`src/rtl/console_buffer_if.sv`:
```
// Console buffer bus: core write side, flush request, downstream byte stream
// and status. The master modport is the side that drives the block (core and
// sink); the slave modport is the console_buffer itself.
interface console_buffer_if #(
    parameter int XLEN  = 32,
    parameter int DEPTH = 16
);
    localparam int LW = $clog2(DEPTH) + 1;

    logic            console_we;
    logic [XLEN-1:0] console_wdata;
    logic            flush;
    logic            out_ready;
    logic            out_valid;
    logic [7:0]      out_data;
    logic [LW-1:0]   level;
    logic            full;
    logic            empty;
    logic            overflow;
    logic [15:0]     overflow_count;

    modport master (
        output console_we, console_wdata, flush, out_ready,
        input  out_valid, out_data, level, full, empty, overflow, overflow_count
    );

    modport slave (
        input  console_we, console_wdata, flush, out_ready,
        output out_valid, out_data, level, full, empty, overflow, overflow_count
    );
endinterface

```
`src/rtl/console_buffer.sv`:
```
// Console output buffer: a first-word-fall-through byte FIFO between the core
// console write port and a ready/valid byte sink. In line mode bytes are held
// back until a terminator is queued, the FIFO fills, or a flush is requested.
// Bytes offered while no slot is available are dropped and counted.
module console_buffer #(
    parameter int          XLEN      = 32,
    parameter int          DEPTH     = 16,
    parameter int          LINE_MODE = 0,
    parameter logic [7:0]  NEWLINE   = 8'h0A
) (
    input  logic            clk,
    input  logic            reset,
    console_buffer_if.slave bus
);
    localparam int            AW      = $clog2(DEPTH);
    localparam int            LW      = AW + 1;
    localparam logic [LW-1:0] DEPTH_L = LW'(DEPTH);

    // Storage and state
    logic [7:0]    mem_q [DEPTH];
    logic [AW-1:0] wr_ptr_q, wr_ptr_d;
    logic [AW-1:0] rd_ptr_q, rd_ptr_d;
    logic [LW-1:0] level_q, level_d;
    logic [LW-1:0] nl_count_q, nl_count_d;
    logic          flush_pending_q, flush_pending_d;
    logic          overflow_q, overflow_d;
    logic [15:0]   overflow_count_q, overflow_count_d;

    // Per-cycle decode
    logic       full;
    logic       empty;
    logic       out_valid;
    logic       push;
    logic       pop;
    logic       drop;
    logic       push_nl;
    logic       pop_nl;
    logic [7:0] head;
    logic [7:0] wbyte;

    // Status, release condition and handshake decode; outputs depend only on
    // registered state so nothing on the write side reaches them directly.
    always_comb begin
        wbyte = bus.console_wdata[7:0];
        head  = mem_q[rd_ptr_q];
        full  = (level_q == DEPTH_L);
        empty = (level_q == '0);

        if (LINE_MODE != 0) begin
            out_valid = !empty && ((nl_count_q != '0) || full || flush_pending_q);
        end else begin
            out_valid = !empty;
        end

        pop     = out_valid && bus.out_ready;
        // A full FIFO can still take a byte when the head leaves this cycle.
        push    = bus.console_we && (!full || pop);
        drop    = bus.console_we && !push;
        push_nl = push && (wbyte == NEWLINE);
        pop_nl  = pop && (head == NEWLINE);
    end

    // Next-state computation for pointers, occupancy and overflow bookkeeping.
    // NOTE: every variable gets its hold value first so no path leaves it
    // unassigned, which would otherwise infer a latch.
    always_comb begin
        wr_ptr_d         = wr_ptr_q;
        rd_ptr_d         = rd_ptr_q;
        level_d          = level_q;
        nl_count_d       = nl_count_q;
        flush_pending_d  = flush_pending_q;
        overflow_d       = overflow_q;
        overflow_count_d = overflow_count_q;

        // Power-of-two depth lets the pointers wrap by natural overflow.
        if (push) wr_ptr_d = wr_ptr_q + 1'b1;
        if (pop)  rd_ptr_d = rd_ptr_q + 1'b1;

        case ({push, pop})
            2'b10:   level_d = level_q + 1'b1;
            2'b01:   level_d = level_q - 1'b1;
            default: level_d = level_q;
        endcase

        case ({push_nl, pop_nl})
            2'b10:   nl_count_d = nl_count_q + 1'b1;
            2'b01:   nl_count_d = nl_count_q - 1'b1;
            default: nl_count_d = nl_count_q;
        endcase

        // Flush only matters in line mode; a flush into an empty FIFO is a
        // no-op, and the request is retired once the FIFO has drained.
        if ((LINE_MODE != 0) && bus.flush && !empty) flush_pending_d = 1'b1;
        if (level_d == '0)                           flush_pending_d = 1'b0;

        if (drop) begin
            overflow_d = 1'b1;
            if (overflow_count_q != 16'hFFFF) begin
                overflow_count_d = overflow_count_q + 16'd1;
            end
        end
    end

    // Control state register; reset overrides push, pop, flush and drops.
    // NOTE: sequential state uses non-blocking assignments so every register
    // samples the pre-edge values regardless of statement order.
    always_ff @(posedge clk) begin
        if (reset) begin
            wr_ptr_q         <= '0;
            rd_ptr_q         <= '0;
            level_q          <= '0;
            nl_count_q       <= '0;
            flush_pending_q  <= 1'b0;
            overflow_q       <= 1'b0;
            overflow_count_q <= '0;
        end else begin
            wr_ptr_q         <= wr_ptr_d;
            rd_ptr_q         <= rd_ptr_d;
            level_q          <= level_d;
            nl_count_q       <= nl_count_d;
            flush_pending_q  <= flush_pending_d;
            overflow_q       <= overflow_d;
            overflow_count_q <= overflow_count_d;
        end
    end

    // Byte storage write.
    // NOTE: the array is deliberately not reset; stale entries are unreachable
    // once level and the pointers are cleared, and a plain RAM stays inferable.
    always_ff @(posedge clk) begin
        if (push && !reset) begin
            mem_q[wr_ptr_q] <= wbyte;
        end
    end

    assign bus.out_valid      = out_valid;
    assign bus.out_data       = empty ? 8'h00 : head;
    assign bus.level          = level_q;
    assign bus.full           = full;
    assign bus.empty          = empty;
    assign bus.overflow       = overflow_q;
    assign bus.overflow_count = overflow_count_q;
endmodule

```
`src/flat_wrapper.sv`:
```
// flat-port wrapper written by rule: the top's interface ports become plain ports
module console_buffer_flat 
#(
    parameter int          XLEN      = 32,
    parameter int          DEPTH     = 16,
    parameter int          LINE_MODE = 0,
    parameter logic [7:0]  NEWLINE   = 8'h0A
)
  (clk, reset, bus_console_we, bus_console_wdata, bus_flush, bus_out_ready, bus_out_valid, bus_out_data, bus_level, bus_full, bus_empty, bus_overflow, bus_overflow_count);
  console_buffer_if #(.XLEN(XLEN), .DEPTH(DEPTH)) bus_i ();
  input  logic clk;
  input  logic reset;
  input wire logic [$bits(bus_i.console_we)-1:0] bus_console_we;
  input wire logic [$bits(bus_i.console_wdata)-1:0] bus_console_wdata;
  input wire logic [$bits(bus_i.flush)-1:0] bus_flush;
  input wire logic [$bits(bus_i.out_ready)-1:0] bus_out_ready;
  output wire logic [$bits(bus_i.out_valid)-1:0] bus_out_valid;
  output wire logic [$bits(bus_i.out_data)-1:0] bus_out_data;
  output wire logic [$bits(bus_i.level)-1:0] bus_level;
  output wire logic [$bits(bus_i.full)-1:0] bus_full;
  output wire logic [$bits(bus_i.empty)-1:0] bus_empty;
  output wire logic [$bits(bus_i.overflow)-1:0] bus_overflow;
  output wire logic [$bits(bus_i.overflow_count)-1:0] bus_overflow_count;
  assign bus_i.console_we = bus_console_we;
  assign bus_i.console_wdata = bus_console_wdata;
  assign bus_i.flush = bus_flush;
  assign bus_i.out_ready = bus_out_ready;
  assign bus_out_valid = bus_i.out_valid;
  assign bus_out_data = bus_i.out_data;
  assign bus_level = bus_i.level;
  assign bus_full = bus_i.full;
  assign bus_empty = bus_i.empty;
  assign bus_overflow = bus_i.overflow;
  assign bus_overflow_count = bus_i.overflow_count;
  console_buffer #(.XLEN(XLEN), .DEPTH(DEPTH), .LINE_MODE(LINE_MODE), .NEWLINE(NEWLINE)) u_core (.clk(clk), .reset(reset), .bus(bus_i));
endmodule
```
`config.mk`:
```
export PLATFORM = sky130hd
export DESIGN_NAME = console_buffer_flat
export DESIGN_NICKNAME = d
export VERILOG_FILES = /design/src/rtl/console_buffer_if.sv /design/src/rtl/console_buffer.sv /design/src/flat_wrapper.sv
export SDC_FILE = /design/constraint.sdc
export NUM_CORES = 1
export LEC_CHECK = 0
export ABC_AREA = 1
export CORE_MARGIN = 2
export CORE_UTILIZATION = 61
export DETAILED_ROUTE_END_ITERATION = 6
export GPL_TIMING_DRIVEN = 0
export HOLD_SLACK_MARGIN = 0.03
export PLACE_DENSITY_LB_ADDON = 0.3
export SYNTH_ARGS = -nofsm -noshare
export SYNTH_HDL_FRONTEND = slang
export SYNTH_SLANG_ARGS = --single-unit
```
`constraint.sdc`:
```
create_clock -name clk -period 2.82 [get_ports clk]
set_input_delay 0.564 -clock clk [delete_from_list [all_inputs] [get_ports clk]]
set_output_delay 0.564 -clock clk [all_outputs]
set_load 0.05 [all_outputs]
```
======== After elaboration in Yosys (flattened, before gate mapping) ========
Memory sizes are Yosys's and may differ from the RTL's. A register that Yosys moved wholly into a read port is not among the register bits.
Index checks and enable logic that the tools add are counted.
storage, ports and cells
  latch bits .............................. 0
  input bits .............................. 37
  memories kept ........................... 1
  logic and storage cells ................. 33
  memory bits (writable) .................. 128
  register bits ........................... 30
  ROM bits ................................ 0
memory list
  name          depth  width  rd ports  clocked after memory_dff  wr ports  RTL line              RTL
  u_core.mem_q  16     8      1         1                         1         console_buffer.sv:20  logic [7:0] mem_q [DEPTH];
operators by class
  reductions and logical operators ........ 12
  mux-type cells .......................... 6
  add/subtract/negate cells ............... 5
  order comparisons ....................... 0
  bitwise logic cells ..................... 0
  divide/modulo/power cells ............... 0
  equality and inequality tests ........... 4
  shifts and indexed selects .............. 0
  multiply operators ...................... 0
operators by type and width
  operator               count
  $add 16x1->16 const B  1
  $ne 16x16->1 const B   1
  $pmux 5 s2             1
  $add 4x1->4 const B    2
  $mux 4                 2
  $mux 8                 1
  $add 5x1->5 const B    1
  $eq 5x5->1 const B     1
  $logic_not 5->1        1
  $sub 5x1->5 const B    1
  $logic_and 1x1->1      4
  $logic_not 1->1        4
  $eq 2x1->1 const B     1
  $eq 2x2->1 const B     1
  $mux 1                 2
  $reduce_and 2->1       1
  $reduce_bool 2->1      1
  $logic_or 1x1->1       1

======== Depth between registers and ports, before layout ========
Gate-level depths: netlist of the first run.
  depth after elaboration ................. 8
  depth in mapped cells ................... 13
  gate-level depth less buffers ........... 13

======== Worst setup path after synthesis of the first run ========
Ideal clock, no wire load.
  path kind ............................... reg2out
  start point ............................. register u_core.level_q[0] (netlist: u_core.bus.level[0])
  end point ............................... output bus_out_data[0]
  cell stages (with the launch flop) ...... 5
  slack ................................... -633 ps
  required time ........................... 2256 ps
  path buffers ............................ 0
  arrival ................................. 2889 ps
  cells stage by stage .................... dfxtp_1 > nor2_1 > nand3_1 > clkinv_1 > a21oi_1
on the way
  cells in the longest elaborated chain, start to end .. 2
ends and longest elaborated chain
  item                    RTL line               RTL
  start, declared         console_buffer.sv:23   logic [LW-1:0] level_q, level_d;
  start signal, assigned  console_buffer.sv:119  level_q <= level_d;
  $logic_not 5->1         console_buffer.sv:47   empty = (level_q == '0);
  net bus_empty           flat_wrapper.sv:21     output wire logic [$bits(bus_i.empty)-1:0] bus_empty;
  $mux 8                  console_buffer.sv:137  assign bus.out_data = empty ? 8'h00 : head;
  end, declared           flat_wrapper.sv:18     output wire logic [$bits(bus_i.out_data)-1:0] bus_out_data;
The timed path passes the listed nets, and every way through them passes these cells.

==> results of run 1 <==
-- placed cells by master (no fill, tap or decap), drive strengths merged, types with 8 or more instances in the layout --
cell type	netlist	final
nand3	117	117
dfxtp	34	34
edfxtp	128	128
clkbuf	18	44
clkdlybuf4s50	0	34
inv	32	36
nor2	59	59
buf	11	13
ha	9	9
o21ai	13	13
nand2	238	238
clkinv	1	8
a21oi	33	33
xor2	8	8
-- cell families after synthesis --
logic type / after synthesis / share of synthesized area
AND/OR/NAND/NOR: 419 / 0.254
flip-flops: 162 / 0.641
buffers and inverters: 62 / 0.0372
AO/OA/AOI/OAI: 46 / 0.0368
XOR/XNOR: 10 / 0.0124
adder cells (fa/ha/maj): 10 / 0.0188
-- flip-flops by register name, summed over array words and instances (netlist names), named ones only --
| signal | flops |
|---|---|
| u_core.bus.level | 5 |
| u_core.bus.overflow | 1 |
| u_core.bus.overflow_count | 16 |
| u_core.mem_q | 128 |
| u_core.rd_ptr_q | 4 |
| u_core.wr_ptr_q | 4 |
-- routing by layer --
| metal | GRT usage | routed length, um | vias to the layer above |
|---|---|---|---|
| li1 | - | - | 2526 |
| met3 | 0.0740 | 1440 | 45 |
| met4 | 0.106 | 525 | 0 |
| met1 | 0.362 | 6640 | 2555 |
| met2 | 0.472 | 8550 | 298 |
| met5 | 0 | 0 | - |
-- Yosys cell counts (2+ instances only) --
library cell    n
a21oi_1        25
a21oi_2         8
buf_2           8
clkbuf_1       18
dfxtp_1        34
edfxtp_1      128
ha_1            9
inv_1          28
inv_2           4
nand2_1       231
nand2_2         5
nand2_4         2
nand3_1       117
nand4_1         5
nor2_1         54
nor2_2          2
nor2_4          2
o21ai_0        13
xnor2_1         2
xor2_1          8
-- power groups by stage --
stage          Sequential, uW  Clock (uW)  Combinational (uW)
6_report                 2720        2200                1990
3_3_place_gp             2750           0                1940
3_5_place_dp             2760           0                2010
4_1_cts                  2720        2210                1950
2_1_floorplan            2840           0                1280
5_1_grt                  2730        2320                2140
-- per-stage QoR --
step                instances   TNS, ns  power [uW]
CTS                       926         0        6880
floorplan                 709    -0.795        4120
detailed placement        895     -3.47        4770
finish                    926         0        6900
global route              926  -0.00623        7190
global placement          895     -1.41        4690
-- critical path: stages, from the launching register on --
cell and delay [ns]:
dfxtp_1 0.35, clkbuf_4 0.24, buf_4 0.23, nand2_1 0.08
nand3_1 0.10, nand3_1 0.14, nand2_1 0.13, nand2_1 0.08
a21oi_2 0.14, buf_2 0.27
-- what timing repair did --
item	4_1_cts	5_1_grt
buffers inserted	0	0
resized for setup	52	12
gates cloned	0	0
setup endpoints to repair	8	9
hold endpoints to repair	0	0
-- final cells by class --
type,count,area share
Inverter,33,0.0151
Clock inverter,11,0.00862
Timing Repair Buffer,43,0.0484
Clock buffer,21,0.0608
Multi-Input combinational cell,485,0.279
Buffer,28,0.0197
Sequential cell,162,0.547
Tap cell,143,0.0216
-- worst max path at each step --
| stage | end | slack, ns | cells after the start | from |
|---|---|---|---|---|
| 2_1_floorplan | bus_out_data[0] | -0.1 | 4 | u_core.bus.level[0] |
| 6_report | bus_out_data[0] | 0.07 | 9 | register |
| 4_1_cts | bus_empty | 0.004 | 4 | u_core.bus.level[0] |
| 3_3_place_gp | bus_out_data[1] | -0.20 | 9 | register |
| 5_1_grt | bus_out_data[0] | -0.006 | 9 | register |
| 3_5_place_dp | bus_out_data[1] | -0.29 | 9 | register |
==> results.sh, run 1 <==
export IMPL_n_antenna_cell=0
export IMPL_switching_share=0.351
export IMPL_post_place_ws_ns=-0.287
export IMPL_synth_ff_type="edfxtp_1"
export IMPL_worstPathRequired_ns=2.26
export IMPL_cap_violations=0
export IMPL_finalCriticalPeriod_ns=2.75
export IMPL_hp_class="register to register"
export IMPL_drtIter0Drc=659
export IMPL_grt_pass1_wl_um=27000
export IMPL_cts_made_buffers=17
export IMPL_dp_hpwl_um=11600
export IMPL_timing_rr_start="u_core.bus.level[0]"
export IMPL_wl_um=17100
export IMPL_fillers=799
export IMPL_synth_edf_count=128
export IMPL_coreArea_mm2=0.0114
export IMPL_rows=39
export IMPL_period_share=0.974
export IMPL_synthCells=709
export IMPL_p_per_area_mw_per_mm2=834
export IMPL_pwr_share_comb=0.288
export IMPL_rrSetupSlack_ns=0.37
export IMPL_vias=5424
export IMPL_dpl_cell_area_mm2=0.00770
export IMPL_seq_power_share=0.394
export IMPL_syn_area_mm2=0.00706
export IMPL_wl_per_cell_um=18.5
export IMPL_avgSynthCellArea_um2=9.96
export IMPL_multiInputGateArea_mm2=0.00231
export IMPL_synth_largest_area_cell="edfxtp_1"
export IMPL_status="completed"
export IMPL_fmax_mhz=364
export IMPL_setup_viol=0
export IMPL_post_route_util=0.728
export IMPL_clk_latency_ns=0.42
export IMPL_start_kind="register"
export IMPL_die_w_um=112
export IMPL_ff2ff_path_depth=6
export IMPL_fin_hold_ws_ns=0.487
export IMPL_io_pins=70
export IMPL_netlist_area_leader_share=0.544
export IMPL_ctsHoldBuffers=0
export IMPL_grt_ovfl_total=0
export IMPL_drc=0
export IMPL_yosys_warnings=0
export IMPL_grt_antenna_before_repair=0
export IMPL_cts_tree="done"
export IMPL_port_buffers=43
export IMPL_critical_path_arrival_ns=2.18
export IMPL_clock_path_buffers=2
export IMPL_fin_area_mm2=0.00827
export IMPL_power_share_clock=0.318
export IMPL_grt_max_degree=17
export IMPL_layout_nets=817
export IMPL_worst_setup_path_type="register to primary output"
export IMPL_worstHoldStart="u_core.rd_ptr_q[2]"
export IMPL_seq_area_mm2=0.00453
export IMPL_p_int_uw=4480
export IMPL_syn2layout_area_growth_pct=17.1
export IMPL_viasPerCell=5.86
export IMPL_r2r_end="u_core.mem_q[3][6]"
export IMPL_cts_sinks=162
export IMPL_cts_root_buf="clkbuf_16"
export IMPL_postRouteAntennaNets=0
export IMPL_die_height_um=112
export IMPL_initial_core_util=0.621
export IMPL_seq_area_frac_synth=0.641
export IMPL_ys_ff_latch=162
export IMPL_ys_types=26
export IMPL_synth_nets=756
export IMPL_irDropWorstVdd_mv=0.852
export IMPL_async_reset_ff_frac=0
export IMPL_p_sw_uw=2420
export IMPL_crit_path_max_fanout=10
export IMPL_path_clk_slew_ns=0.06
export IMPL_setup_slack_ns=0.0725
export IMPL_synth_area_leaders="edfxtp_1, nand2_1, dfxtp_1"
export IMPL_grt_pass1_vias=5309
export IMPL_drive_gt1_frac=0.123
export IMPL_die_area_mm2=0.0125
export IMPL_whs_endpoint="u_core.rd_ptr_q[2]"
export IMPL_hold_depth=2
export IMPL_cellLeakagePower_uw=0.00314
export IMPL_final_max_slew_viol_count=0
export IMPL_gp_congestion=0.925
export IMPL_timing_slew_headroom=0.446
export IMPL_htree_levels=4
export IMPL_hold_viol=0
export IMPL_grt_use_total=0.283
export IMPL_end_kind="primary output"
export IMPL_dr_pass1_iters=6
export IMPL_tightest_slew_ns=0.828
export IMPL_skew_ns=0.00917
No activity file was read; power rests on OpenSTA's default activity.
==> inputs of run 2 (changes only) <==
--- a/config.mk
+++ b/config.mk
@@ -6,8 +6,8 @@
 export NUM_CORES = 1
 export LEC_CHECK = 0
 export ABC_AREA = 1
-export CORE_MARGIN = 2
-export CORE_UTILIZATION = 61
+export CORE_MARGIN = 8
+export CORE_UTILIZATION = 40
 export DETAILED_ROUTE_END_ITERATION = 6
 export GPL_TIMING_DRIVEN = 0
 export HOLD_SLACK_MARGIN = 0.03
==> results.sh, run 2 (synthesis results as in run 1) <==
export IMPL_layout_nets=817
export IMPL_clock_path_buffers=2
export IMPL_tightest_slew_ns=0.898
export IMPL_pwr_share_comb=0.277
export IMPL_final_max_slew_viol_count=0
export IMPL_setup_tns_ns=0
export IMPL_power_uw=7230
export IMPL_dp_hpwl_um=11500
export IMPL_die_w_um=149
export IMPL_critical_path_arrival_ns=2.16
export IMPL_end_kind="primary output"
export IMPL_viasPerCell=5.06
export IMPL_cp_slowest_cell="clkbuf_2"
export IMPL_wl_um=17300
export IMPL_start_kind="register"
export IMPL_cts_sinks=162
export IMPL_hp_class="register to register"
export IMPL_largest_reg_flops=128
export IMPL_layout_commonest_cell="nand2_1"
export IMPL_seq_power_share=0.376
export IMPL_top_register="u_core.mem_q"
export IMPL_worst_path_most_repeated_cell="nand2_1"
export IMPL_worst_setup_path_type="register to primary output"
export IMPL_power_share_clock=0.347
export IMPL_crit_path_max_fanout=10
export IMPL_grt_max_degree=17
export IMPL_setup_viol=0
export IMPL_coreArea_mm2=0.0173
export IMPL_grt_antenna_before_repair=0
export IMPL_drc=0
export IMPL_worstHoldStart="u_core.rd_ptr_q[2]"
export IMPL_crit_buf_inv=4
export IMPL_finalCriticalPeriod_ns=2.73
export IMPL_cts_made_buffers=17
export IMPL_n_antenna_cell=0
export IMPL_skew_ns=0.00850
export IMPL_rsz0062_at_grt="no"
export IMPL_final_cell_mix="nand2_1, edfxtp_1, nand3_1"
export IMPL_worstPathRequired_ns=2.26
export IMPL_status="completed"
export IMPL_wl_per_cell_um=17.2
export IMPL_syn2layout_area_growth_pct=19.7
export IMPL_grt_use_total=0.164
export IMPL_hold_viol=0
export IMPL_cellLeakagePower_uw=0.00314
export IMPL_timing_slew_headroom=0.399
export IMPL_timing_rr_start="u_core.bus.level[0]"
export IMPL_clk_latency_ns=0.43
export IMPL_initial_core_util=0.408
export IMPL_rrSetupSlack_ns=0.32
export IMPL_drtIter0Drc=454
export IMPL_fmax_mhz=367
export IMPL_die_area_mm2=0.0222
export IMPL_switching_share=0.339
export IMPL_ctsHoldBuffers=0
export IMPL_cts_root_buf="clkbuf_16"
export IMPL_dr_pass1_iters=5
export IMPL_crit_chain="buf_2, inv_1, clkbuf_2, nand3_1, nand2_1, nand2_1, a21oi_2, clkbuf_4"
export IMPL_irDropWorstVdd_mv=0.673
export IMPL_period_share=0.967
export IMPL_gp_congestion=0.855
export IMPL_max_stage_delay_ns=0.32
export IMPL_p_per_area_mw_per_mm2=855
export IMPL_cts_tree="done"
export IMPL_path_clk_slew_ns=0.06
export IMPL_cap_violations=0
export IMPL_crit_family="buffers and inverters"
export IMPL_grt_pass1_vias=5114
export IMPL_postRouteAntennaNets=0
export IMPL_grt_ovfl_total=0
export IMPL_port_buffers=43
export IMPL_die_height_um=149
export IMPL_grt_pass1_wl_um=27800
export IMPL_vias=5093
export IMPL_io_pins=70
export IMPL_p_sw_uw=2450
export IMPL_htree_levels=4
export IMPL_p_int_uw=4780
export IMPL_drive_gt1_frac=0.120
export IMPL_rows=48
[run 2: worst paths after layout]
path | end | cells after the start
setup reg to reg | u_core.mem_q[2][1] | 6
setup / recovery | bus_out_data[0] | 8
hold reg to reg | u_core.rd_ptr_q[2] | 2
hold / removal | u_core.rd_ptr_q[2] | 2
[run 2: stage by stage]
step	worst slack (ns)	instance area (um2)	hold WS, ns	utilization	std cells
3_5_place_dp	-0.332	7810	0.469	0.451	977
3_3_place_gp	-0.313	7810	0.470	0.451	977
4_1_cts	0.0170	8420	0.487	0.487	1007
6_report	0.0938	8450	0.482	0.489	1007
5_1_grt	0.00252	8450	0.516	0.489	1007
2_1_floorplan	-0.0993	7090	0.446	-	709
[run 2: routing by layer]
metal / global-route usage / part of all wire
met5: 0 / 0
met4: 0.0596 / 0.019
met3: 0.0385 / 0.061
met2: 0.264 / 0.47
met1: 0.212 / 0.45
[run 2: cell type report]
class / count / area, um2
inverters: 33 / 125
repair buffers: 43 / 404
plain buffers: 28 / 171
fillers: 1608 / 8840
clock inverters: 14 / 214
clock buffers: 17 / 425
multi-input cells: 485 / 2310
well taps: 225 / 282
flip-flops and latches: 162 / 4530
[run 2: power by group through the flow]
stage / sequential [uW] / clock (uW) / combinational (uW)
after floorplan: 2840 / 0 / 1280
after detailed placement: 2750 / 0 / 2040
after global routing: 2730 / 2620 / 2200
after CTS: 2720 / 2530 / 1980
after global placement: 2750 / 0 / 2030
final: 2720 / 2510 / 2000
[run 2: worst min-delay path: cells and delay by family (launching register included)]
| kind | cells | cell delay, ns |
|---|---|---|
| flip-flops | 1 | 0.32 |
| buffers and inverters | 1 | 0.05 |
| AO/OA/AOI/OAI | 1 | 0.07 |
[run 2: timing repair]
item                       CTS  global route
resized for setup           56            14
gates cloned                 0             0
setup endpoints to repair    9             8
setup buffers                0             0
